File: config.mk
export PLATFORM = sky130hd
export DESIGN_NAME = blink_arbiter
export DESIGN_NICKNAME = d
export VERILOG_FILES = /design/src/rtl/blink_arbiter.sv
export SDC_FILE = /design/constraint.sdc
export NUM_CORES = 1
export LEC_CHECK = 0
export ABC_AREA = 1
export CAP_MARGIN = 30
export CORE_ASPECT_RATIO = 1.1
export CORE_UTILIZATION = 64
export DETAILED_ROUTE_END_ITERATION = 8
export PLACE_DENSITY_LB_ADDON = 0.2
export SYNTH_ARGS = -nofsm -noshare
export SYNTH_HDL_FRONTEND = slang
export SYNTH_SLANG_ARGS = --single-unit
export TNS_END_PERCENT = 30
File: constraint.sdc
create_clock -name clock -period 3.7 [get_ports clock]
set_input_delay 0.74 -clock clock [delete_from_list [all_inputs] [get_ports clock]]
set_output_delay 0.74 -clock clock [all_outputs]
set_load 0.1 [all_outputs]
File: src/rtl/blink_arbiter.sv
// blink_arbiter -- round-robin arbiter for three channels sharing one LED.
//
// A granted channel blinks the shared LED N times (N latched from its nibble
// of blinks), each blink one lit phase plus one dark phase of TICK_MAX+1
// clocks, followed by GAP_TICKS dark phases. The service then ends with a
// one-clock done pulse and the arbiter returns to IDLE for at least one cycle.
//
// Ports:
//   clock   in   1   sole clock, rising edge
//   reset   in   1   asynchronous active-high reset
//   req     in   3   per-channel request level, sampled only in IDLE
//   blinks  in  12   per-channel blink count, [4i+3:4i] = channel i
//   grant   out  3   one-hot channel in service, 000 when idle
//   busy    out  1   high while a channel is granted
//   done    out  3   one-clock completion pulse for the served channel
//   led_n   out  1   shared LED drive, active-low

module blink_arbiter #(
  parameter logic [24:0] TICK_MAX  = 25'd23_999_999,
  parameter int          GAP_TICKS = 2
) (
  input  logic        clock,
  input  logic        reset,
  input  logic [2:0]  req,
  input  logic [11:0] blinks,
  output logic [2:0]  grant,
  output logic        busy,
  output logic [2:0]  done,
  output logic        led_n
);

  typedef enum logic [1:0] {
    IDLE = 2'd0,
    ON   = 2'd1,
    OFF  = 2'd2,
    GAP  = 2'd3
  } state_t;

  // Last gap phase index; with GAP_TICKS == 0 the GAP state is skipped.
  localparam logic [15:0] GAP_LAST = 16'(GAP_TICKS - 1);
  localparam logic        NO_GAP   = (GAP_TICKS == 0) ? 1'b1 : 1'b0;

  state_t      state_r;
  logic [24:0] phase_r;
  logic [3:0]  remain_r;
  logic [1:0]  ptr_r;      // last-served channel
  logic [1:0]  cur_r;      // channel in service
  logic        zero_r;     // current service latched a count of zero
  logic [15:0] gap_r;      // gap phases already completed

  logic        tick_s;
  logic        win_vld_s;
  logic [1:0]  win_s;
  logic [3:0]  win_blinks_s;
  logic [2:0]  win_onehot_s;
  logic [2:0]  cur_onehot_s;

  // Round-robin pick: search starts at the channel after 'last'.
  // Result is {valid, index}.
  function automatic logic [2:0] rr_pick(input logic [2:0] r, input logic [1:0] last);
    logic [2:0] res;
    res = 3'b000;
    case (last)
      2'd0: begin
        if (r[1])      res = 3'b101;
        else if (r[2]) res = 3'b110;
        else if (r[0]) res = 3'b100;
        else           res = 3'b000;
      end
      2'd1: begin
        if (r[2])      res = 3'b110;
        else if (r[0]) res = 3'b100;
        else if (r[1]) res = 3'b101;
        else           res = 3'b000;
      end
      default: begin
        if (r[0])      res = 3'b100;
        else if (r[1]) res = 3'b101;
        else if (r[2]) res = 3'b110;
        else           res = 3'b000;
      end
    endcase
    return res;
  endfunction

  function automatic logic [2:0] to_onehot(input logic [1:0] idx);
    logic [2:0] oh;
    case (idx)
      2'd0:    oh = 3'b001;
      2'd1:    oh = 3'b010;
      2'd2:    oh = 3'b100;
      default: oh = 3'b000;
    endcase
    return oh;
  endfunction

  assign tick_s = (phase_r == TICK_MAX) ? 1'b1 : 1'b0;

  // Arbitration winner and its blink count, evaluated every cycle but only used in IDLE.
  always_comb begin
    {win_vld_s, win_s} = rr_pick(req, ptr_r);
    win_onehot_s       = to_onehot(win_s);
    cur_onehot_s       = to_onehot(cur_r);
    case (win_s)
      2'd0:    win_blinks_s = blinks[3:0];
      2'd1:    win_blinks_s = blinks[7:4];
      2'd2:    win_blinks_s = blinks[11:8];
      default: win_blinks_s = 4'd0;
    endcase
  end

  // Service FSM with phase counter and all registered outputs.
  always_ff @(posedge clock or posedge reset) begin
    if (reset) begin
      state_r  <= IDLE;
      grant    <= 3'b000;
      busy     <= 1'b0;
      done     <= 3'b000;
      led_n    <= 1'b1;
      phase_r  <= 25'd0;
      remain_r <= 4'd0;
      ptr_r    <= 2'd2;
      cur_r    <= 2'd0;
      zero_r   <= 1'b0;
      gap_r    <= 16'd0;
    end else begin
      done <= 3'b000;
      case (state_r)
        IDLE: begin
          phase_r <= 25'd0;
          gap_r   <= 16'd0;
          led_n   <= 1'b1;
          if (win_vld_s) begin
            grant    <= win_onehot_s;
            busy     <= 1'b1;
            cur_r    <= win_s;
            remain_r <= win_blinks_s;
            if (win_blinks_s == 4'd0) begin
              // Zero count: one dark grant cycle, then straight to done.
              zero_r  <= 1'b1;
              state_r <= GAP;
            end else begin
              zero_r  <= 1'b0;
              state_r <= ON;
              led_n   <= 1'b0;
            end
          end else begin
            grant <= 3'b000;
            busy  <= 1'b0;
          end
        end
        ON: begin
          phase_r <= tick_s ? 25'd0 : phase_r + 25'd1;
          if (tick_s) begin
            state_r  <= OFF;
            led_n    <= 1'b1;
            remain_r <= remain_r - 4'd1;
          end
        end
        OFF: begin
          phase_r <= tick_s ? 25'd0 : phase_r + 25'd1;
          if (tick_s) begin
            if (remain_r != 4'd0) begin
              state_r <= ON;
              led_n   <= 1'b0;
            end else if (NO_GAP) begin
              state_r <= IDLE;
              grant   <= 3'b000;
              busy    <= 1'b0;
              done    <= cur_onehot_s;
              ptr_r   <= cur_r;
              phase_r <= 25'd0;
            end else begin
              state_r <= GAP;
            end
          end
        end
        GAP: begin
          phase_r <= tick_s ? 25'd0 : phase_r + 25'd1;
          if (zero_r || (tick_s && (gap_r == GAP_LAST))) begin
            state_r <= IDLE;
            grant   <= 3'b000;
            busy    <= 1'b0;
            done    <= cur_onehot_s;
            ptr_r   <= cur_r;
            phase_r <= 25'd0;
            gap_r   <= 16'd0;
            zero_r  <= 1'b0;
          end else if (tick_s) begin
            gap_r <= gap_r + 16'd1;
          end
        end
        default: begin
          state_r <= IDLE;
          grant   <= 3'b000;
          busy    <= 1'b0;
          led_n   <= 1'b1;
          phase_r <= 25'd0;
        end
      endcase
    end
  end

endmodule
-- After elaboration in Yosys (flattened, before gate mapping)
Index checks and enable logic that the tools add are counted.
Widths: inputs -> output; s select.
- register bits after elaboration: 60
- bits in latches: 0
- RAM bits: 0
- memory bits (read-only): 0
- input port bits: 17
- output and inout bits: 8
- logic and storage cells: 96
- memories: 0
- add/subtract/negate cells: 3
- $mul: 0
- divide/modulo/power cells: 0
- $lt $le $gt $ge: 0
- eq/ne operators: 16
- shift operators: 0
- muxes and demuxes: 46
- bitwise operators: 0
- reductions and logical operators: 20
- operator list (kind ; count):
    $pmux 25 s3 ; 1
    $mux 25 ; 2
    $mux 3 ; 13
    $mux 16 ; 2
    $pmux 16 s2 ; 1
    $add 25x1->25 const B ; 1
    $eq 25x25->1 const B ; 1
    $pmux 3 s3 ; 2
    $add 16x1->16 const B ; 1
    $eq 16x1->1 const B ; 1
    $mux 2 ; 6
    $pmux 3 s2 ; 2
    $pmux 4 s3 ; 1
    $ne 2x2->1 const B ; 5
    $mux 1 ; 9
    $eq 2x1->1 const B ; 4
    $eq 2x2->1 const B ; 4
    $logic_not 2->1 ; 4
    $mux 4 ; 2
    $pmux 2 s4 ; 1
    $pmux 4 s2 ; 1
    $reduce_and 2->1 ; 4
    $reduce_and 4->1 ; 2
    $reduce_and 3->1 ; 2
    other kinds (11) ; 13

-- Longest topological paths before layout
Gate-level depths: netlist (run 1).
- word-level depth: 10
- mapped depth: 13
- gate-level depth less buffers: 13

-- Worst setup path before layout (run 1)
OpenSTA, ideal clock, no wires.
- path kind: register to register
- from: register phase_r[0]
- to: register phase_r[11]
- library setup time: 0.122 ns
- arrival time: 1.631 ns
- required time: 3.578 ns
- path slack: 1.946 ns
- stages on the path, launching flop included: 12
- path buffers: 1
- period minus slack after synthesis: 1.754 ns
- path through: dfrtp_1 > ha_1 > nand2_1 > nor2_4 > nand2_4 > nor2_4 > nand3_2 > nand3_2 > inv_2 > o21ai_4 > buf_6 > nor2_2
- word-level cells in the longest chain between the ends: 6
- elaborated cells on any way between the ends: 8
- those cells by class: 1 x add/sub; 1 x eq/ne; 4 x mux; 2 x reduce/logical
- ends and longest elaborated chain (what ; line ; text):
    start: declaration ; 44 ; logic [24:0] phase_r;
    start signal: assignment ; 153 ; phase_r <= tick_s ? 25'd0 : phase_r + 25'd1;
    start signal: assignment ; 161 ; phase_r <= tick_s ? 25'd0 : phase_r + 25'd1;
    start signal: assignment ; 179 ; phase_r <= tick_s ? 25'd0 : phase_r + 25'd1;
    parallel branches: the longest is 5 deep, another holds $add 25x1->25 ; -- ;
    $pmux 25 s3 * ; 128 ; case (state_r)
Mark *: on every way between the ends.
A chain may end at the register's enable or synchronous reset.

-- Worst setup path in the final report (run 1)
- from: register led_n
- to: output led_n
- RTL lines (what ; line ; text):
    start: declaration ; 29 ; output logic led_n
    start signal: assignment ; 119 ; led_n <= 1'b1;
    start signal: assignment ; 132 ; led_n <= 1'b1;
    start signal: assignment ; 145 ; led_n <= 1'b0;
No word-level cell between the ends.

==> out/qor.yml, run 1 <==
clk_pin_slew_ns: 0.07
syn_nets: 527
antenna_cells: 0
post-route-cell-area_sq_um: 4205
place_ws_ns: 1.300
max-cap-violations: 0
skew_ns: 0.006851
worst-setup-path-type: "reg2out"
synth_edf_count: 0
clock_latency_ns: 0.33
ir_drop_mv: 0.8175
drive_gt1_share_pct: 10.67
holdWs_ns: 0.4745
synth_most_common_cell: "nand2_1"
area_growth_syn_to_layout_pct: 13.16
worstMarginPinSlew_ns: 0.9756
setup_slack_ns: 0.9795
io_pins: 25
fp.dieH_um: 81.92
grt_pass1_vias: 3005
crit_path_max_incr_delay_ns: 1.12
status: "finished clean"
fmax_ghz: 0.3676
dp_cells: 593
path_max_fanout: 2
setup_viol: 0
drt_iter0_drc: 278
worstSetupStartpointType: "flop"
port_buffers: 24
rsz0062_at_grt: "no"
yosys_warnings: 0
drc: 0
fin_nets: 556
drt-vias-per-instance: 5.394
total_power_mw: 2.550
drv_slew: 0
synthCells: 500
postSynth.asyncResetShare_pct: 100.0
clock-sinks: 60
routedWlPerCell_um: 12.98
hold_buffers: 0
h-tree-depth: 3
antenna_found_initial: 0
grt_start_max_net_pins: 61
hold_class: "reg2reg"
p_leak_nw: 1.828
yosysUniqueCellTypes: 31
ctsResizeCount: 0
fin_crit_ns: 2.720
grt-ovfl-total: 0
ant_nets: 0
cts_max_path_buffers: 2
synth_seq_cells: 60
synth.area.top_cells: "dfrtp_1 39%, nand2_1 12%, nor2_1 7.6%, nand3_1 5.8%, xor2_1 5.4%"
syn_avg_cell_area_sq_um: 7.432
tritoncts: "yes"
fin_cells: 609
final-hold-violation-count: 0
synth_area_sq_um: 3716
num_rows: 28
synth-seq-area-share_pct: 40.47
grt_pass1_wl_um: 13420
placed_area_sq_um: 4003
post-cts-setup-buffers: 0
vias: 3285
grt.total_usage_pct: 28.71
fp.dieW_um: 74.66
synth_top_area_share_pct: 39.06
core_sq_um: 5500
dr.pass1.iters: 7
p_per_area_nw_per_um2: 606.3
dpl.hpwl_um: 5570
post-route-util_pct: 76.46
max_slew_margin_pct: 34.76
initial_utilization_pct: 67.56
slowest_stage: "clkdlybuf4s50_1"
gp_congestion: 0.8861
synthTopCellsByCount: "119 x nand2_1, 75 x nor2_1, 58 x dfrtp_1, 51 x inv_1, 43 x nand3_1"
crit_chain: "clkdlybuf4s50_1"
synth_top_cell_by_area: "dfrtp_1"
wl_um: 7904
timing.final.crit_share_pct: 73.53
required_ns: 2.96
cp-end-kind: "output port"
die-area_sq_um: 6116
clockRootBuffer: "clkbuf_8"
critPathArrivalTime_ns: 1.98
critPathBufInv: 1
synth_top_flop_cell: "dfrtp_1"
cts_made_buffers: 9
critPathTopFamily: "buffers and inverters"
tns_ns: 0
## layer usage
layer / track usage (%) / vias up / part of all wire, %
met5: 0 / - / 0
met4: 6.792 / 0 / 1.3
met3: 6.626 / 11 / 5.0
met2: 45.95 / 107 / 46
met1: 39.43 / 1528 / 47
li1: - / 1639 / -
## where the power goes
part	total (mW)	internal [mW]	switching, mW
clock network	0.599	0.331	0.268
registers	0.847	0.762	0.0848
logic	1.10	0.301	0.803
## placed cells by master, fill, tap and decap left out, types with 3 or more instances in the layout
cell / count
nor3_1: 18
a21oi_1: 11
dfrtp_1: 58
nor2_1: 75
nand4_1: 7
inv_2: 7
xnor2_1: 7
ha_1: 10
nor2_2: 22
o21ai_0: 9
clkbuf_8: 10
clkinvlp_4: 3
nand2_1: 119
clkdlybuf4s50_1: 24
xor2_1: 23
inv_1: 50
o21ai_1: 18
nand3_1: 43
## worst paths after layout
path                       slack (ns)  cells after the start       start     endpoint
min in group asynchronous        0.94                      3       reset   phase_r[1]
hold reg to reg                  0.47                      2       led_n        led_n
setup / recovery                 0.98                      1       led_n        led_n
setup reg to reg                 1.29                     12  phase_r[0]       zero_r
max in group asynchronous        2.27                      3       reset  remain_r[0]
hold / removal                   0.47                      2       led_n        led_n
## flip-flops by register name (all words and copies together) (netlist names)
name      cells
cur_r         2
state_r       2
busy          1
zero_r        1
gap_r        16
remain_r      4
done          3
grant         3
led_n         1
ptr_r         2
phase_r      25
## cell type report
| type | count | area (sq um) |
|---|---|---|
| fill | 412 | 1295 |
| multi-input combinational | 375 | 1939 |
| timing repair buffer | 25 | 247.7 |
| tap | 75 | 93.84 |
| sequential | 60 | 1504 |
| inverter | 58 | 217.7 |
| clock buffer | 11 | 141.4 |
| clock inverter | 5 | 61.31 |
## worst reg2reg max path, stage by stage (launching register included)
cell     delay [ns]
dfrtp_1        0.41
ha_1           0.21
nand2_1        0.10
nor2_4         0.14
nand2_4        0.12
nor2_4         0.13
nand3_2        0.09
nand2_1        0.34
nand2_1        0.34
nand2_1        0.23
nand2_1        0.07
nand2_1        0.05
o21ai_1        0.06
## cell families after synthesis
family,Yosys count,synth area share (%)
fa+ha+maj,10,3.367
flops,60,40.47
simple gates,294,35.79
compound gates,41,5.960
buf+inv,65,7.340
xor+xnor,30,7.071
(Power assumes the default switching activity.)
==> run 2, diff against run 1 <==
Settings changed: CORE_UTILIZATION 64 to 59.
Clock period 3.7 ns to 2.81 ns, I/O delays scaled along.
==> run 2 against run 1 <==
Sequential cell count unchanged. Via count decreased by 2.1%. Global-route usage decreased by 0.94 points. Sequential power increased by 32%. Final area increased by 1.9%. Core utilization decreased by 4.0 points. Register-to-register slack got worse by 0.64 ns.
==> out/qor.yml, run 2 (synthesis results as in run 1) <==
wl_met2_um: 4145  # was 3665 um
area_growth_syn_to_layout_pct: 15.32  # was 13.16%
rsz0062_at_grt: "no"  # unchanged
final_common_cell: "nand2_1"  # unchanged
dr.pass1.iters: 4  # was 7
final-hold-violation-count: 0  # unchanged
rr_startpoint: "phase_r[0]"  # unchanged
clk_pin_slew_ns: 0.07  # about the same
vias: 3216  # was 3285
reg_top3: "phase_r x25, gap_r x16, remain_r x4"  # unchanged
h-tree-depth: 3  # unchanged
drive_gt1_share_pct: 12.69  # was 10.67%
grt.total_usage_pct: 27.78  # was 28.71%
worstSetupStartpointType: "flop"  # unchanged
drt_iter0_drc: 194  # was 278
fp.dieH_um: 85.24  # was 81.92 um
hold_path_end: "done[2]"  # was led_n
critPathArrivalTime_ns: 2.37  # was 1.98 ns
p_leak_nw: 1.892  # was 1.828 nW
grt_start_max_net_pins: 61  # unchanged
wl_um: 8152  # was 7904 um
clock-sinks: 60  # unchanged
die-area_sq_um: 6620  # was 6116 sq um
top_layer: "met4"  # unchanged
met3_length_um: 277  # was 394 um
critPathBufInv: 2  # was 1
grt_pass1_vias: 3209  # was 3005
cts_max_path_buffers: 2  # unchanged
hold_buffers: 0  # unchanged
regMostFlops: "phase_r"  # unchanged
critPathTopFamily: "simple AND/OR/NAND/NOR gates"  # was buffers and inverters
fmax_ghz: 0.4621
max-cap-violations: 0  # unchanged
dpl.hpwl_um: 5861  # was 5570 um
fin_cells: 613  # was 609
path_max_fanout: 25  # was 2
gp_congestion: 0.8729  # was 0.8861
hp-start: "cur_r[0]"  # was led_n
worstMarginPinSlew_ns: 0.6407  # was 0.9756 ns
largest_register_ffs: 25  # unchanged
tritoncts: "yes"  # unchanged
ctsResizeCount: 0  # unchanged
total_power_mw: 3.661  # was 2.550 mW
setup_slack_ns: 0.6460  # was 0.9795 ns
fin_nets: 558  # was 556
clock_latency_ns: 0.34  # was 0.33 ns
status: "finished clean"  # unchanged
r2r_slack_ns: 0.65  # was 1.29 ns
crit_path_start: "phase_r[0]"  # was led_n
crit_path_max_incr_delay_ns: 0.42  # was 1.12 ns
port_buffers: 24  # unchanged
post-route-cell-area_sq_um: 4285  # was 4205 sq um
min_delay_path_depth: 1  # was 2
drc: 0  # unchanged
slowest_stage: "dfrtp_1"  # was clkdlybuf4s50_1
io_pins: 25  # unchanged
crit_chain: "ha_1, nand2_1, nor2_4, nand2_4, nor2_4, nand3_2, nand3_2, inv_2, o21ai_4, buf_4, nor2_1"  # was clkdlybuf4s50_1
fp.dieW_um: 77.67  # was 74.66 um
final_cell_mix: "119 x nand2_1, 75 x nor2_1, 58 x dfrtp_1"  # unchanged
antenna_found_initial: 0  # unchanged
required_ns: 3.02  # was 2.96 ns
ant_nets: 0  # unchanged
timing.final.crit_share_pct: 77.01
hold_class: "reg2reg"  # unchanged
drv_slew: 0  # unchanged
drt-vias-per-instance: 5.246  # was 5.394
max_slew_margin_pct: 57.29  # was 34.76%
cp-end-kind: "flop"  # was output port
num_rows: 29  # was 28
fillers: 455  # was 412
place_ws_ns: 0.5333  # was 1.300 ns
core_sq_um: 5914  # was 5500 sq um
rr_endpoint: "phase_r[22]"  # was zero_r
antenna_cells: 0  # unchanged
setup_viol: 0  # unchanged
holdWs_ns: 0.4737  # was 0.4745 ns
reg2regPathDepth: 11  # was 12
fin_crit_ns: 2.164
detail_route.wirelength.met1_um: 3622  # was 3744 um
dp_cells: 597  # was 593
p_per_area_nw_per_um2: 854.3  # was 606.3 nW/um^2
initial_utilization_pct: 62.83  # was 67.56%
post-route-util_pct: 72.46  # was 76.46%
post-cts-setup-buffers: 0  # unchanged
grt_pass1_wl_um: 14460  # was 13420 um
clockRootBuffer: "clkbuf_8"  # unchanged
routedWlPerCell_um: 13.30  # was 12.98 um
tns_ns: 0  # unchanged
cts_made_buffers: 9  # unchanged
placed_area_sq_um: 4013  # was 4003 sq um
ir_drop_mv: 0.8173  # was 0.8175 mV
worst-setup-path-type: "reg2reg"  # was reg2out
skew_ns: 0.009015  # was 0.006851 ns
grt-ovfl-total: 0  # unchanged
-- run 2: changes by cell type in the layout (fill, tap and decap cells not counted) --
cell	change
bufinv_16	+3
clkbuf_1	-1
clkdlybuf4s50_1	-8
buf_4	+9
buf_12	+1
clkinv_4	-1
clkinvlp_4	-1
-- run 2: cell type report --
| class | count | area [sq um] | share of cell area [%] |
|---|---|---|---|
| tap | 77 | 96.34 | 2.248 |
| clock inverter | 6 | 135.1 | 3.153 |
| timing repair buffer | 27 | 255.2 | 5.956 |
| sequential | 60 | 1504 | 35.09 |
| clock buffer | 10 | 137.6 | 3.212 |
| multi-input combinational | 375 | 1939 | 45.26 |
| inverter | 58 | 217.7 | 5.080 |
-- run 2: worst reg2reg max path, cell delays in order (launching register included) --
cell     delay, ns
dfrtp_1       0.42
ha_1          0.22
nand2_1       0.11
nor2_4        0.16
nand2_4       0.13
nor2_4        0.14
nand3_2       0.09
nand3_2       0.12
inv_2         0.08
o21ai_4       0.11
buf_4         0.37
nor2_1        0.10
-- run 2: worst max path at each step --
stage | cells after the start | end | slack [ns]
2_1_floorplan | 1 | busy | 0.77
3_3_place_gp | 14 | state_r[1] | 0.68
3_5_place_dp | 14 | state_r[1] | 0.53
4_1_cts | 11 | phase_r[22] | 0.64
5_1_grt | 12 | zero_r | 0.47
6_report | 11 | phase_r[22] | 0.65
-- run 2: routing by layer --
layer  global-route usage (%)  vias to the layer above
met5                        0                        -
met4                    11.15                        0
met3                    4.194                       11
met2                    47.63                       62
met1                    35.18                     1496
li1                         -                     1647
-- run 2: power by group --
part / switching [mW] / total [mW] / internal (mW) / leakage, nW
registers: 0.115 / 1.12 / 1.00 / 0.810
logic: 1.07 / 1.48 / 0.409 / 0.953
clock network: 0.357 / 1.06 / 0.703 / 0.129
total: 1.55 / 3.66 / 2.12 / 1.89
